## config.mk

```make
export PLATFORM = sky130hd
export DESIGN_NAME = multicycle_controller
export DESIGN_NICKNAME = d
export VERILOG_FILES = /design/src/rtl/multicycle_controller.sv
export SDC_FILE = /design/constraint.sdc
export NUM_CORES = 1
export LEC_CHECK = 0
export BUFFER_PORTS_ARGS = -buffer_cell sky130_fd_sc_hd__buf_2
export CAP_MARGIN = 20
export CORE_MARGIN = 3
export CORE_UTILIZATION = 53
export CTS_BUF_LIST = sky130_fd_sc_hd__clkbuf_4 sky130_fd_sc_hd__clkbuf_8
export DETAILED_ROUTE_END_ITERATION = 12
export PLACE_DENSITY = 0.88
export RECOVER_POWER = 100
export SLEW_MARGIN = 25
export SYNTH_ARGS = -nofsm -noshare
export SYNTH_HDL_FRONTEND = slang
export SYNTH_SLANG_ARGS = --single-unit
```

## constraint.sdc

```tcl
create_clock -name clk -period 4.97 [get_ports clk]
set_clock_uncertainty 0.1 [all_clocks]
set_input_delay 0.994 -clock clk [delete_from_list [all_inputs] [get_ports clk]]
set_output_delay 0.994 -clock clk [all_outputs]
set_load 0.01 [all_outputs]
```

## src/rtl/multicycle_controller.sv

```systemverilog
// multicycle_controller
// Control FSM for the multicycle RV32I core. Sequences the shared ALU,
// instruction register, PC, register file, unified memory and immediate
// extender for lw, sw, R-type ALU, I-type ALU and beq. Any other opcode is
// flagged illegal in DECODE and skipped.
//
// Ports:
//   clk, rst        rising-edge clock, synchronous active-high reset
//   op, funct3,     instruction fields from the instruction register
//   funct7b5
//   Zero            ALU zero flag (qualifies the beq PC write)
//   PCWrite, AdrSrc, MemWrite, IRWrite, ResultSrc, ALUSrcA, ALUSrcB,
//   ALUControl, ImmSrc, RegWrite   datapath selects and write enables
//   retire          one-cycle pulse in the last state of a legal instruction
//   illegal         one-cycle pulse in DECODE for an unsupported opcode
//
// Parameter MEM_WAIT (0..15) adds stall cycles to MEMREAD and MEMWRITE.
module multicycle_controller #(
  parameter int MEM_WAIT = 0
) (
  input  logic       clk,
  input  logic       rst,
  input  logic [6:0] op,
  input  logic [2:0] funct3,
  input  logic       funct7b5,
  input  logic       Zero,
  output logic       PCWrite,
  output logic       AdrSrc,
  output logic       MemWrite,
  output logic       IRWrite,
  output logic [1:0] ResultSrc,
  output logic [1:0] ALUSrcA,
  output logic [1:0] ALUSrcB,
  output logic [2:0] ALUControl,
  output logic [1:0] ImmSrc,
  output logic       RegWrite,
  output logic       retire,
  output logic       illegal
);

  localparam logic [6:0] OP_LW   = 7'b0000011;
  localparam logic [6:0] OP_SW   = 7'b0100011;
  localparam logic [6:0] OP_R    = 7'b0110011;
  localparam logic [6:0] OP_I    = 7'b0010011;
  localparam logic [6:0] OP_BEQ  = 7'b1100011;
  localparam logic [3:0] WAIT_LAST = 4'(MEM_WAIT);

  typedef enum logic [3:0] {
    FETCH, DECODE, MEMADR, MEMREAD, MEMWB, MEMWRITE, EXECR, EXECI, ALUWB, BEQ
  } state_t;

  state_t     state;
  state_t     cur;
  logic [3:0] wcnt;
  logic       wait_done;
  logic [1:0] aluop;
  logic       pcupdate;
  logic       branch;
  logic       regwrite_raw;
  logic       memwrite_raw;
  logic       irwrite_raw;
  logic       retire_raw;
  logic       illegal_raw;

  function automatic logic [2:0] alu_decode(input logic [1:0] aop,
                                            input logic [2:0] f3,
                                            input logic       opb5,
                                            input logic       f7b5);
    logic [2:0] r;
    r = 3'b000;
    case (aop)
      2'b00: r = 3'b000;
      2'b01: r = 3'b001;
      2'b10: begin
        case (f3)
          // Only R-type (op[5]=1) may subtract; addi immediates set bit 30.
          3'b000:  r = (opb5 & f7b5) ? 3'b001 : 3'b000;
          3'b010:  r = 3'b101;
          3'b110:  r = 3'b011;
          3'b111:  r = 3'b010;
          default: r = 3'b000;
        endcase
      end
      default: r = 3'b000;
    endcase
    return r;
  endfunction

  function automatic logic [1:0] imm_decode(input logic [6:0] opc);
    logic [1:0] r;
    case (opc)
      OP_LW, OP_I: r = 2'b00;
      OP_SW:       r = 2'b01;
      OP_BEQ:      r = 2'b10;
      default:     r = 2'b11;
    endcase
    return r;
  endfunction

  assign wait_done = (wcnt == WAIT_LAST);

  always_ff @(posedge clk) begin
    if (rst) begin
      state <= FETCH;
      wcnt  <= 4'd0;
    end else begin
      case (state)
        FETCH:  state <= DECODE;
        DECODE: begin
          case (op)
            OP_LW, OP_SW: state <= MEMADR;
            OP_R:         state <= EXECR;
            OP_I:         state <= EXECI;
            OP_BEQ:       state <= BEQ;
            default:      state <= FETCH;
          endcase
        end
        MEMADR: begin
          wcnt  <= 4'd0;
          state <= (op == OP_LW) ? MEMREAD : MEMWRITE;
        end
        MEMREAD: begin
          if (wait_done) state <= MEMWB;
          else           wcnt  <= wcnt + 4'd1;
        end
        MEMWRITE: begin
          if (wait_done) state <= FETCH;
          else           wcnt  <= wcnt + 4'd1;
        end
        EXECR, EXECI:      state <= ALUWB;
        MEMWB, ALUWB, BEQ: state <= FETCH;
        default:           state <= FETCH;
      endcase
    end
  end

  // While in reset the selects show the FETCH decode; enables are masked below.
  assign cur = rst ? FETCH : state;

  always_comb begin
    AdrSrc       = 1'b0;
    ResultSrc    = 2'b00;
    ALUSrcA      = 2'b00;
    ALUSrcB      = 2'b00;
    aluop        = 2'b00;
    pcupdate     = 1'b0;
    branch       = 1'b0;
    regwrite_raw = 1'b0;
    memwrite_raw = 1'b0;
    irwrite_raw  = 1'b0;
    retire_raw   = 1'b0;
    illegal_raw  = 1'b0;
    case (cur)
      FETCH: begin
        irwrite_raw = 1'b1;
        ALUSrcB     = 2'b10;
        ResultSrc   = 2'b10;
        pcupdate    = 1'b1;
      end
      DECODE: begin
        ALUSrcA     = 2'b01;
        ALUSrcB     = 2'b01;
        illegal_raw = !(op == OP_LW || op == OP_SW || op == OP_R ||
                        op == OP_I  || op == OP_BEQ);
      end
      MEMADR: begin
        ALUSrcA = 2'b10;
        ALUSrcB = 2'b01;
      end
      MEMREAD: begin
        AdrSrc = 1'b1;
      end
      MEMWB: begin
        ResultSrc    = 2'b01;
        regwrite_raw = 1'b1;
        retire_raw   = 1'b1;
      end
      MEMWRITE: begin
        AdrSrc       = 1'b1;
        memwrite_raw = wait_done;
        retire_raw   = wait_done;
      end
      EXECR: begin
        ALUSrcA = 2'b10;
        aluop   = 2'b10;
      end
      EXECI: begin
        ALUSrcA = 2'b10;
        ALUSrcB = 2'b01;
        aluop   = 2'b10;
      end
      ALUWB: begin
        regwrite_raw = 1'b1;
        retire_raw   = 1'b1;
      end
      BEQ: begin
        ALUSrcA    = 2'b10;
        aluop      = 2'b01;
        branch     = 1'b1;
        retire_raw = 1'b1;
      end
      default: ;
    endcase
  end

  assign ALUControl = alu_decode(aluop, funct3, op[5], funct7b5);
  assign ImmSrc     = imm_decode(op);
  assign PCWrite    = ~rst & (pcupdate | (branch & Zero));
  assign IRWrite    = ~rst & irwrite_raw;
  assign RegWrite   = ~rst & regwrite_raw;
  assign MemWrite   = ~rst & memwrite_raw;
  assign retire     = ~rst & retire_raw;
  assign illegal    = ~rst & illegal_raw;

endmodule

```

-- Word level (Yosys, flattened, before mapping)
Index checks and enable logic that the tools add are counted.
Widths: inputs -> output; s select.
- add/sub/neg operators: 1
- reductions and logical operators: 22
- muxes and demuxes: 23
- bitwise logic cells: 10
- equality and inequality tests: 28
- operator list (cell ; number):
    $eq 4x3->1 const B ; 7
    $pmux 4 s6 ; 1
    $eq 4x2->1 const B ; 4
    $mux 4 ; 4
    $pmux 2 s2 ; 4
    $pmux 4 s4 ; 1
    $eq 7x6->1 const B ; 2
    $reduce_or 2->1 ; 7
    $logic_not 4->1 ; 3
    $pmux 3 s4 ; 1
    $and 1x1->1 ; 8
    $eq 4x1->1 const B ; 2
    $eq 4x4->1 const B ; 2
    $pmux 4 s2 ; 1
    $eq 7x2->1 const B ; 1
    $eq 7x5->1 const B ; 1
    $eq 7x7->1 const B ; 1
    $mux 1 ; 7
    $eq 3x3->1 const B ; 2
    $ne 2x2->1 const B ; 3
    $pmux 2 s3 ; 1
    $pmux 3 s2 ; 1
    $reduce_or 3->1 ; 2
    $add 4x1->4 const B ; 1
    other kinds (13) ; 17
- flip-flop bits (word level): 8
- output and inout port bits: 18
- logic and storage cells: 86

-- Longest topological paths before layout
- word-level depth: 8
- gate-level depth with buffers: 7
- gate-level depth less buffers: 6

-- Worst setup path after synthesis
OpenSTA, ideal clock, no wires.
- path kind: input to output
- start: in rst
- end: out ALUControl[1]
- stages: 4
- setup slack: 2.007 ns
- data required time: 3.876 ns
- arrival time: 1.869 ns
- path buffers: 0
- cells stage by stage: nor3_1 -> inv_2 -> ha_1 -> nor3_1
- cells in the longest elaborated chain, start to end: 6
- elaborated cells on any way between the ends: 9
- classes of those cells: 5 x eq/ne; 3 x mux; 1 x reduce/logical
- ends and longest elaborated chain (item ; RTL line ; RTL):
    from (decl) ; 22 ; input logic rst,
    $mux 4 * ; 138 ; assign cur = rst ? FETCH : state;
    $eq 4x3->1 ; 153 ; case (cur)
    $reduce_or 2->1 (no line) ; - ;
    $pmux 2 s2 * ; 153 ;
    $eq 2x2->1 or $eq 2x1->1 (tied branches) ; 71 ; case (aop)
    $pmux 3 s2 * ; 71 ;
    to (decl) ; 34 ; output logic [2:0] ALUControl,
Every way passes the cells marked *; elsewhere a longest branch is shown, timed or not.

-- Final worst setup path
Same ends and word-level chain as after synthesis.

==> results.py <==
metrics = {
    "status": {
        "outcome": "complete, no violations",
    },
    "die": {
        "core_sq_um": 1380,
        "ios": 32,
        "die_x_microns": 45.6,
        "dieArea_sq_um": 2080,
        "num_rows": 13,
        "initial_core_util_pct": 60.1,
        "die_h_microns": 45.6,
    },
    "clock_tree": {
        "clkTransAtPathRegs_ns": 0.05,
        "numCtsBuffers": 3,
        "clkLatencyLatePin_ns": 0.26,
        "cts_tree": "done",
        "cts_setup_buffers": 0,
        "clock_path_buffers": 2,
        "cts-root-buf": "clkbuf_4",
        "cts.sinks": 8,
        "hold_buffers": 0,
        "htreeDepth": 1,
        "ctsResizeCount": 0,
    },
    "logic_synthesis": {
        "ys.flop_type": "dfxtp_1",
        "syn_area_sq_um": 831,
        "seq_area_frac_synth_pct": 19.3,
        "yosysWarnings": 0,
        "postSynthAreaPerCell_sq_um": 7.35,
        "yosys.cell_count.top_type": "nor2_1",
        "synthArstFlopShare_pct": 0,
        "synth-edff-count": 0,
        "syn-num-nets": 131,
        "ys_seq_elements": 8,
        "synth_commonest_cells": "nor2_1 (14), nor3_1 (10), nand2_1 (9)",
        "netlist_instances": 113,
        "synth_top_area_cell": "dfxtp_1",
        "synth_top_area_share_pct": 19.3,
        "synth_cell_types": 48,
        "synthTopCellsByArea": "dfxtp_1 (19%), nor2_1 (6.3%), ha_1 (6.0%)",
    },
    "global_route": {
        "grt_use_total_pct": 19.0,
        "grt_pass1_wl_microns": 2890,
        "antenna_found_initial": 0,
        "grt_pass1_vias": 711,
        "grt_start_max_net_pins": 18,
        "use_met3_pct": 4.35,
        "use_met1_pct": 23.8,
        "top_usage_layer": "met2",
        "overflow": 0,
        "grt_util_met2_pct": 30.4,
    },
    "sta": {
        "rsz0062_at_grt": "no",
        "hold_viol": 0,
        "setup_tns_ns": 0,
        "timing.final.crit_share_pct": 71.1,
        "max_freq_mhz": 283,
        "min_period_ns": 3.54,
        "drv_slew": 0,
        "tightest_slew_ns": 0.631,
        "max-slew-margin-rel_pct": 57.9,
        "finalSetupViolCount": 0,
    },
    "drt": {
        "viasPerCell": 5.91,
        "wl_microns": 1890,
        "vias": 916,
        "antenna_left": 0,
        "route.detailed.drc": 0,
        "wl_per_cell_microns": 12.2,
        "drt-initial-drc-count": 19,
        "dr.pass1.iters": 5,
    },
    "worst_setup_path": {
        "cp.arrival_ns": 2.44,
        "path_class": "primary input to output pin",
        "required_ns": 3.88,
        "end_kind": "output pin",
        "cp-start-kind": "primary input",
        "cp_max_fo": 16,
    },
    "power_and_ir_drop": {
        "ir_drop_uv": 169,
        "power.density_nw_per_um2": 156,
        "p_leak_uw": 0.000391,
    },
    "flow_run": {
        "maxCapViolations": 0,
    },
    "placed_design": {
        "port_buffers": 31,
        "place_hpwl_microns": 1450,
        "gp_congestion": 0.813,
        "place_area_sq_um": 957,
    },
    "cells_and_area": {
        "stdcell_area_sq_um": 947,
        "antenna_cells": 0,
        "area_delta_synth_final_pct": 14.0,
        "drive_gt1_share_pct": 20.7,
        "nets": 160,
    },
    "hold_path": {
        "hold_path_class": "flip-flop to flip-flop",
    },
}
## critical path, cell delays in order
cell and delay, ns:
clkbuf_1 0.47, nor3_1 0.09, and3_1 0.23, ha_1 0.32, nor3_1 0.17, clkbuf_1 0.17
## state kept, by name, summed over array words and instances, names as in the netlist
signal / flops
state: 4
wcnt: 4
## metal layers
| layer | part of all wire (%) | wire (microns) |
|---|---|---|
| met5 | 0 | 0 |
| met4 | 1.2 | 22 |
| met3 | 7.6 | 143 |
| met2 | 46 | 861 |
| met1 | 45 | 857 |
## final cells by class
cell class              count  area [sq um]
fillers                   136           435
clock buffers               3          22.5
multi-input cells          88           572
well taps                  15          18.8
flip-flops and latches      8           160
inverters                  10          37.5
repair buffers             31           136
## metrics by stage
step / total power [uW] / setup slack [ns] / cells / util [%] / hold WS, ns
6_report: 148 / 1.43 / 155 / 68.5 / 0.458
5_1_grt: 156 / 1.35 / 155 / 68.5 / 0.491
4_1_cts: 150 / 1.70 / 155 / 70.9 / 0.460
3_5_place_dp: 99.1 / 1.70 / 152 / 69.2 / 0.453
3_3_place_gp: 98.4 / 1.73 / 152 / 69.2 / 0.452
2_1_floorplan: 88.0 / 2.01 / 113 / - / 0.429
## layout by cell type (no fill, tap or decap), types with 2 or more instances in the layout
cell type  instances
a21boi_0           2
a21oi_1            3
a31oi_1            2
and3_1             2
buf_2             16
clkbuf_1          15
clkbuf_4           3
dfxtp_1            8
ha_1               4
inv_1              7
inv_2              3
mux2i_1            2
nand2_1            9
nand2_2            2
nand3_1            2
nand4_1            4
nor2_1            15
nor2b_1            2
nor3_1            10
nor4_1             2
o21ai_0            3
o31a_1             2
xor2_1             2
## cells by family (layout without fill, tap and decap cells)
| family | count (synthesis) | after routing | synth area share (%) |
|---|---|---|---|
| compound gates | 20 | 20 | 16.9 |
| xor+xnor | 4 | 4 | 5.12 |
| fa+ha+maj | 4 | 4 | 6.02 |
| buf+inv | 17 | 44 | 10.2 |
| flops | 8 | 8 | 19.3 |
| mux | 3 | 3 | 3.77 |
| simple gates | 57 | 57 | 38.7 |
## power breakdown
part / leakage [uW] / switching [uW] / internal (uW) / total, uW
sequential: 0.0000648 / 3.13 / 64.9 / 68.1
combinational: 0.000313 / 15.9 / 12.4 / 28.4
clock: 0.0000138 / 23.5 / 27.7 / 51.2
## worst paths after layout
kind | start | slack, ns | endpoint | cells after the start
min | wcnt[3]$_SDFFE_PP0P_ | 0.46 | wcnt[3]$_SDFFE_PP0P_ | 2
max reg2reg | state[0]$_SDFFE_PP0P_ | 3.16 | wcnt[1]$_SDFFE_PP0P_ | 4
min reg2reg | wcnt[3]$_SDFFE_PP0P_ | 0.46 | wcnt[3]$_SDFFE_PP0P_ | 2
max | rst | 1.43 | ALUControl[1] | 6
Note: power is estimated with default switching activity, not from simulation.
